===== config.mk =====
export PLATFORM = sky130hd
export DESIGN_NAME = seven_seg_scan
export DESIGN_NICKNAME = d
export VERILOG_FILES = /design/src/rtl/seven_seg_scan.sv
export SDC_FILE = /design/constraint.sdc
export NUM_CORES = 1
export LEC_CHECK = 0
export ABC_AREA = 1
export CORE_ASPECT_RATIO = 1.75
export CORE_UTILIZATION = 55
export DETAILED_ROUTE_END_ITERATION = 16
export GPL_TIMING_DRIVEN = 0
export HOLD_SLACK_MARGIN = 0.12
export PLACE_DENSITY = 0.82
export SLEW_MARGIN = 40
export SYNTH_ARGS = -nofsm -noshare
export SYNTH_HDL_FRONTEND = slang
export SYNTH_SLANG_ARGS = --single-unit

===== constraint.sdc =====
create_clock -name clock -period 2.61 [get_ports clock]
set_input_delay 0.522 -clock clock [delete_from_list [all_inputs] [get_ports clock]]
set_output_delay 0.522 -clock clock [all_outputs]
set_load 0.005 [all_outputs]

===== src/rtl/seven_seg_scan.sv =====
// Time-multiplexed common-anode seven-segment driver: one digit per enable tick,
// frame-coherent shadow register, leading-zero blanking and anode dead-time.
module seven_seg_scan #(
    parameter int unsigned NUM_DIGITS   = 4,
    parameter int unsigned BLANK_CYCLES = 2,
    parameter bit          LEAD_BLANK   = 1'b1
) (
    input  logic                    clock,
    input  logic                    greset,
    input  logic                    enable,
    input  logic [4*NUM_DIGITS-1:0] value,
    input  logic [NUM_DIGITS-1:0]   dp_in,
    input  logic                    load,
    output logic [NUM_DIGITS-1:0]   an,
    output logic [6:0]              seg,
    output logic                    dp,
    output logic                    frame_done
);

    localparam int unsigned IW = (NUM_DIGITS > 1) ? $clog2(NUM_DIGITS) : 1;
    localparam int unsigned FW = 5 * NUM_DIGITS;
    localparam logic [IW-1:0] LAST = IW'(NUM_DIGITS - 1);

    function automatic logic [6:0] decode(input logic [3:0] nib);
        logic [6:0] s;
        unique case (nib)
            4'h0: s = 7'h40;
            4'h1: s = 7'h79;
            4'h2: s = 7'h24;
            4'h3: s = 7'h30;
            4'h4: s = 7'h19;
            4'h5: s = 7'h12;
            4'h6: s = 7'h02;
            4'h7: s = 7'h78;
            4'h8: s = 7'h00;
            4'h9: s = 7'h10;
            4'hA: s = 7'h08;
            4'hB: s = 7'h03;
            4'hC: s = 7'h46;
            4'hD: s = 7'h21;
            4'hE: s = 7'h06;
            4'hF: s = 7'h0E;
        endcase
        return s;
    endfunction

    logic [IW-1:0]         idx_q, idx_d;
    logic [FW-1:0]         shadow_q, shadow_d;
    logic [FW-1:0]         disp_q, disp_d;
    logic [7:0]            blank_q, blank_d;
    logic                  active_q, active_d;
    logic                  frame_d;
    logic [NUM_DIGITS-1:0] an_d;
    logic [6:0]            seg_d;
    logic                  dp_d;

    always_comb begin
        idx_d    = idx_q;
        disp_d   = disp_q;
        active_d = active_q;
        frame_d  = 1'b0;
        blank_d  = (blank_q != 8'd0) ? blank_q - 8'd1 : 8'd0;
        shadow_d = load ? {dp_in, value} : shadow_q;
        if (enable) begin
            active_d = 1'b1;
            blank_d  = 8'(BLANK_CYCLES);
            if (idx_q == LAST) begin
                idx_d   = '0;
                // Commit the pre-load shadow so a same-edge load lands next frame.
                disp_d  = shadow_q;
                frame_d = 1'b1;
            end else begin
                idx_d = idx_q + 1'b1;
            end
        end
    end

    // Outputs come from next-state so the pins move on the same edge as idx.
    always_comb begin
        logic       zero_run;
        logic [3:0] nib_sel;
        logic       dp_sel;
        logic       lz_sel;
        zero_run = 1'b1;
        nib_sel  = 4'h0;
        dp_sel   = 1'b0;
        lz_sel   = 1'b0;
        an_d     = '1;
        for (int k = NUM_DIGITS - 1; k >= 0; k--) begin
            zero_run = zero_run && (disp_d[4*k +: 4] == 4'h0);
            if (idx_d == IW'(k)) begin
                nib_sel = disp_d[4*k +: 4];
                dp_sel  = disp_d[4*NUM_DIGITS + k];
                lz_sel  = zero_run && (k != 0);
                if (blank_d == 8'd0) begin
                    an_d[k] = 1'b0;
                end
            end
        end
        seg_d = (LEAD_BLANK && lz_sel) ? 7'h7F : decode(nib_sel);
        dp_d  = ~dp_sel;
        if (!active_d) begin
            an_d  = '1;
            seg_d = 7'h7F;
            dp_d  = 1'b1;
        end
    end

    always_ff @(posedge clock) begin
        if (greset) begin
            idx_q      <= '0;
            shadow_q   <= '0;
            disp_q     <= '0;
            blank_q    <= 8'd0;
            active_q   <= 1'b0;
            an         <= '1;
            seg        <= 7'h7F;
            dp         <= 1'b1;
            frame_done <= 1'b0;
        end else begin
            idx_q      <= idx_d;
            shadow_q   <= shadow_d;
            disp_q     <= disp_d;
            blank_q    <= blank_d;
            active_q   <= active_d;
            an         <= an_d;
            seg        <= seg_d;
            dp         <= dp_d;
            frame_done <= frame_d;
        end
    end

endmodule


Word level (Yosys, flattened, before mapping)
Memory sizes are Yosys's and may differ from the RTL's. A register that Yosys moved wholly into a read port is not among the register bits.
Index checks and enable logic that the tools add are counted.
- register bits after elaboration: 57
- ROM bits: 112
- output and inout port bits: 13
- logic and storage cells: 61
- memories kept: 1
- add/subtract/negate cells: 2
- eq/ne operators: 4
- multiplexer cells: 21
- bitwise gates (word level): 7
- reductions and logical operators: 15
- memory list (memory ; words ; bits a word ; rd ports ; clocked after Yosys merged registers in ; wr ports ; line ; text):
    (no name shown) ; 16 ; 7 ; 1 ; 1 ; 0 ; 26 ; unique case (nib)
- operators with widths (operator ; count):
    $mux W20 ; 2
    $mux W4 ; 4
    $mux W8 ; 2
    $reduce_or A3 Y1 ; 5
    $logic_not A4 Y1 ; 3
    $mux W1 ; 11
    $logic_not A8 Y1 ; 1
    $reduce_bool A8 Y1 ; 1
    $sub A8 B1 Y8 const B ; 1
    $not A1 Y1 ; 7
    $eq A2 B2 Y1 const B ; 3
    $mux W2 ; 2
    $reduce_or A2 Y1 ; 2
    $add A2 B1 Y2 const B ; 1
    $eq A2 B1 Y1 const B ; 1
    $logic_and A1 B1 Y1 ; 2
    $logic_not A2 Y1 ; 1

Logic depth before layout (Yosys ltp)
- depth in word-level cells: 9
- gate-level depth with buffers: 17
- mapped depth without buffers: 14

Worst setup path before layout
OpenSTA, ideal clock, no wires.
- path type: register to register
- start point: register idx_q[0]
- end point: register seg[5]
- setup time: 0.114 ns
- arrival: 1.917 ns
- slack: 0.578 ns
- cell stages (with the launch flop): 15
- path buffers: 3
- clock period less this slack: 2.032 ns
- cell sequence: dfxtp_1 ha_1 buf_6 nand2_4 buf_6 buf_6 mux2i_1 nand2_1 nand2_2 inv_1 ha_1 nand3_1 o21ai_0 nand2_1 nand2_1
- word-level cells in the longest chain between the ends: 9
- elaborated cells on any way between the ends: 24
- ends and longest elaborated chain (what ; line ; text):
    start: declaration ; 47 ; logic [IW-1:0] idx_q, idx_d;
    start signal: assignment ; 121 ; idx_q <= idx_d;
    $add A2 B1 Y2 / $eq A2 B2 Y1 (equally long branches) ; 73, 67 ;
    $mux W2 / $mux W20 (equally long branches) ; 67 ; if (idx_q == LAST) begin
    $mux W2 / $mux W20 (equally long branches) ; 64 ; if (enable) begin
    $eq A2 B2 Y1 / $logic_not A4 Y1 (equally long branches) ; 91, 90 ;
    $mux W1 / $logic_and A1 B1 Y1 (equally long branches) (2 in a row) ; 91, 90 ;
    $mux W1 (2 in a row) ; 91 ; if (idx_d == IW'(k)) begin
    $reduce_or A3 Y1 (no source line) ; -- ;
    end: declaration ; 15 ; output logic [6:0] seg,
Parallel ways exist; a longest one is shown, timed or not.
A chain may end at the register's enable or synchronous reset.

Worst setup path in the final report
Ends and elaborated chain as after synthesis.

==> metrics <==
CTS buffer count 9; Layout area overhead 20.8%; CORE AREA 5210 µm²; failing checks design-rule violations; Synth Net Count 443; Fin. Hold Viols 0; CTS tree built; mapped cell area 2960 µm²; Syn Area/Cell 7.19 µm²; Reg-to-Reg Start idx_q[0]; YS warnings 0; Worst EP arrival ~2.7 ns; DRC 2; peak supply drop 623 µV; level count of the clock H-tree 3; Fin Hold WS 0.468 ns; Root Buffer clkbuf_8; gpl congestion 0.906; count of unique library cells instantiated by Yosys 28; CP Launch Point idx_q[0]; Multi-input gate area 1420 µm²; DIE HEIGHT 99.0 µm; post-synthesis mux area share 1.35%; Routed wire per std cell 12.2 µm; Synth Area in XOR/XNOR 0.889%; largest family of logic cells by synthesized area simple AND/OR/NAND/NOR gates; Synth Instances 411; Synth Area in Simple Gates 35.0%; Post-CTS Setup Inserts 0; antenna viol nets, final 0; DP HPWL 4780 µm; # fillers 439; number of flops mapped to enable cells by yosys 0; Die X 57.4 µm; register area roughly 1300 µm²; DR vias/cell 5.12; Max Slew Vio Count 0; starting density of the core 56.7%; compound-gate portion of the synthesized area under 10%; Die Area about 5700 µm²; GRT Total Usage 25.1%; Hold-fix buffers, CTS 0; initial antenna violation count 0; Req. time, crit path around 2.9 ns; maxcap violations 0; DRT iter0 DRCs 66; Worst-Margin Slew approximately 0.51 ns; largest fanout on the critical path 10; PortBufs 34; unrepaired setup endpoints after global routing no; final cell count without fillers 516; nets@finish slightly below 500; CP Class reg2reg; Setup Skew 0.00779 ns; layout cell share with drive strength beyond 1 10.2%; maximum clock insertion buffer count 2; Setup crit start kind flop; Static Leak approximately 1.7 nW; I/O Pins 37; fmax about 410 MHz; pin count of the biggest net entering global routing 13; number of global-route vias before repair 2573; Post-CTS Resized 0; Primary FF master, synth dfxtp_1; global-route wire length before repair 10900 µm; antenna cells 0; Worst-Skew Late Latency 0.35 ns; Fin Setup TNS 0 ns; cell count after placement 500; Post-Route WL between 6000 and 7000 µm; DP Area 3360 µm²; fin crit share 92.4%; FFs w/ async S/R, synth 0%; sequential area share after synthesis 43.4%; Finished Cell Area 3570 µm²; global route overflow 0; fin crit period 2.41 ns; Worst-path clk slew 0.07 ns; Slew headroom 66.3%; Clock Sink Count 64; PnR worst setup slack ~0.2 ns; Synth Register Bits 64; Hold Crit Class reg2reg; Synth Area in Adders 3.39%; Crit. End Element flop; status complete, but fails checks; pre-CTS setup slack between 0.2 and 0.25 ns; pwr/cell area 680 nW/µm²; Setup-failing EPs final 0; critical hold path startpoint disp_q[5]; drt first pass iters 10; Via Count roughly 2600; num rows 35
[registers in the layout, indices dropped and copies added, names as in the netlist]
| name | cells |
|---|---|
| dp | 1 |
| shadow_q | 20 |
| frame_done | 1 |
| active_q | 1 |
| an | 4 |
| disp_q | 20 |
| blank_q | 8 |
| idx_q | 2 |
| seg | 7 |
[layout by cell type, fill, tap and decap left out, drive strengths merged, types with 4 or more instances in the layout]
master,n
clkdlybuf4s50,34
a21oi,6
mux2i,4
ha,8
inv,42
o21ai,32
clkbuf,19
buf,6
nand2,92
dfxtp,64
nor2,95
nor3,4
nand3,39
[per-layer routing]
| metal | track usage [%] | share of wire [%] | up-vias |
|---|---|---|---|
| met5 | 0 | 0 | - |
| met4 | 15.9 | 5.7 | 0 |
| met1 | 24.9 | 39 | 1180 |
| li1 | - | - | 1379 |
| met2 | 45.1 | 53 | 62 |
| met3 | 6.04 | 3.0 | 21 |
[cell families (layout without fill, tap and decap cells)]
| logic type | Yosys count | count (layout) |
|---|---|---|
| adder cells (fa/ha/maj) | 8 | 8 |
| AND/OR/NAND/NOR | 235 | 235 |
| flip-flops | 64 | 64 |
| multiplexers | 4 | 4 |
| buffers and inverters | 56 | 106 |
| AO/OA/AOI/OAI | 41 | 41 |
| XOR/XNOR | 3 | 3 |
[through the flow]
step	utilization (%)	power, mW
floorplan	-	1.43
global placement	64.6	1.56
detailed placement	64.6	1.57
CTS	68.5	2.43
global route	68.5	2.56
finish	68.5	2.43
[Yosys cell counts (3+ instances only)]
library cell	number	area, µm²
ha_1	8	100
nand3_1	38	190
inv_1	36	135
nor2_1	90	338
inv_2	5	18.8
nand2_2	8	50.1
a21oi_1	6	30.0
dfxtp_1	64	1280
nand2_4	4	45.0
clkbuf_1	9	33.8
nor2_2	3	18.8
nor3_1	4	20.0
o21ai_0	25	125
buf_6	5	56.3
nand4_1	3	18.8
o21ai_1	5	25.0
xor2_1	3	26.3
nand2_1	80	300
mux2i_1	4	40.0
[critical path, stage by stage (launching register included)]
cell	delay (ns)
dfxtp_1	0.34
ha_1	0.22
buf_6	0.14
nand2_4	0.06
buf_6	0.15
buf_6	0.17
mux2i_1	0.29
nand2_1	0.10
nand2_2	0.14
inv_1	0.10
ha_1	0.22
nand3_1	0.13
o21ai_0	0.10
nand2_1	0.06
nand2_1	0.04
[power by group]
part / switching [mW] / leakage (nW) / internal, mW
clock: 0.407 / 0.0989 / 0.469
sequential: 0.0306 / 0.525 / 1.04
combinational: 0.290 / 1.10 / 0.189
total: 0.727 / 1.73 / 1.70
[path summary, 6_finish.rpt]
kind	end	slack, ns	depth (start not counted)
worst min register to register	disp_q[5]	0.47	2
worst min-delay path	disp_q[5]	0.47	2
worst max register to register	seg[5]	0.20	14
worst max-delay path	seg[5]	0.20	14
[final cells by class]
cell class | count | share of cell area [%]
Buffer | 15 | 2.73
Clock buffer | 10 | 3.86
Clock inverter | 6 | 1.89
Inverter | 41 | 4.31
Multi-Input combinational cell | 291 | 39.9
Sequential cell | 64 | 35.9
Tap cell | 55 | 1.93
Timing Repair Buffer | 34 | 9.53
No activity file was read; power rests on OpenSTA's default activity.
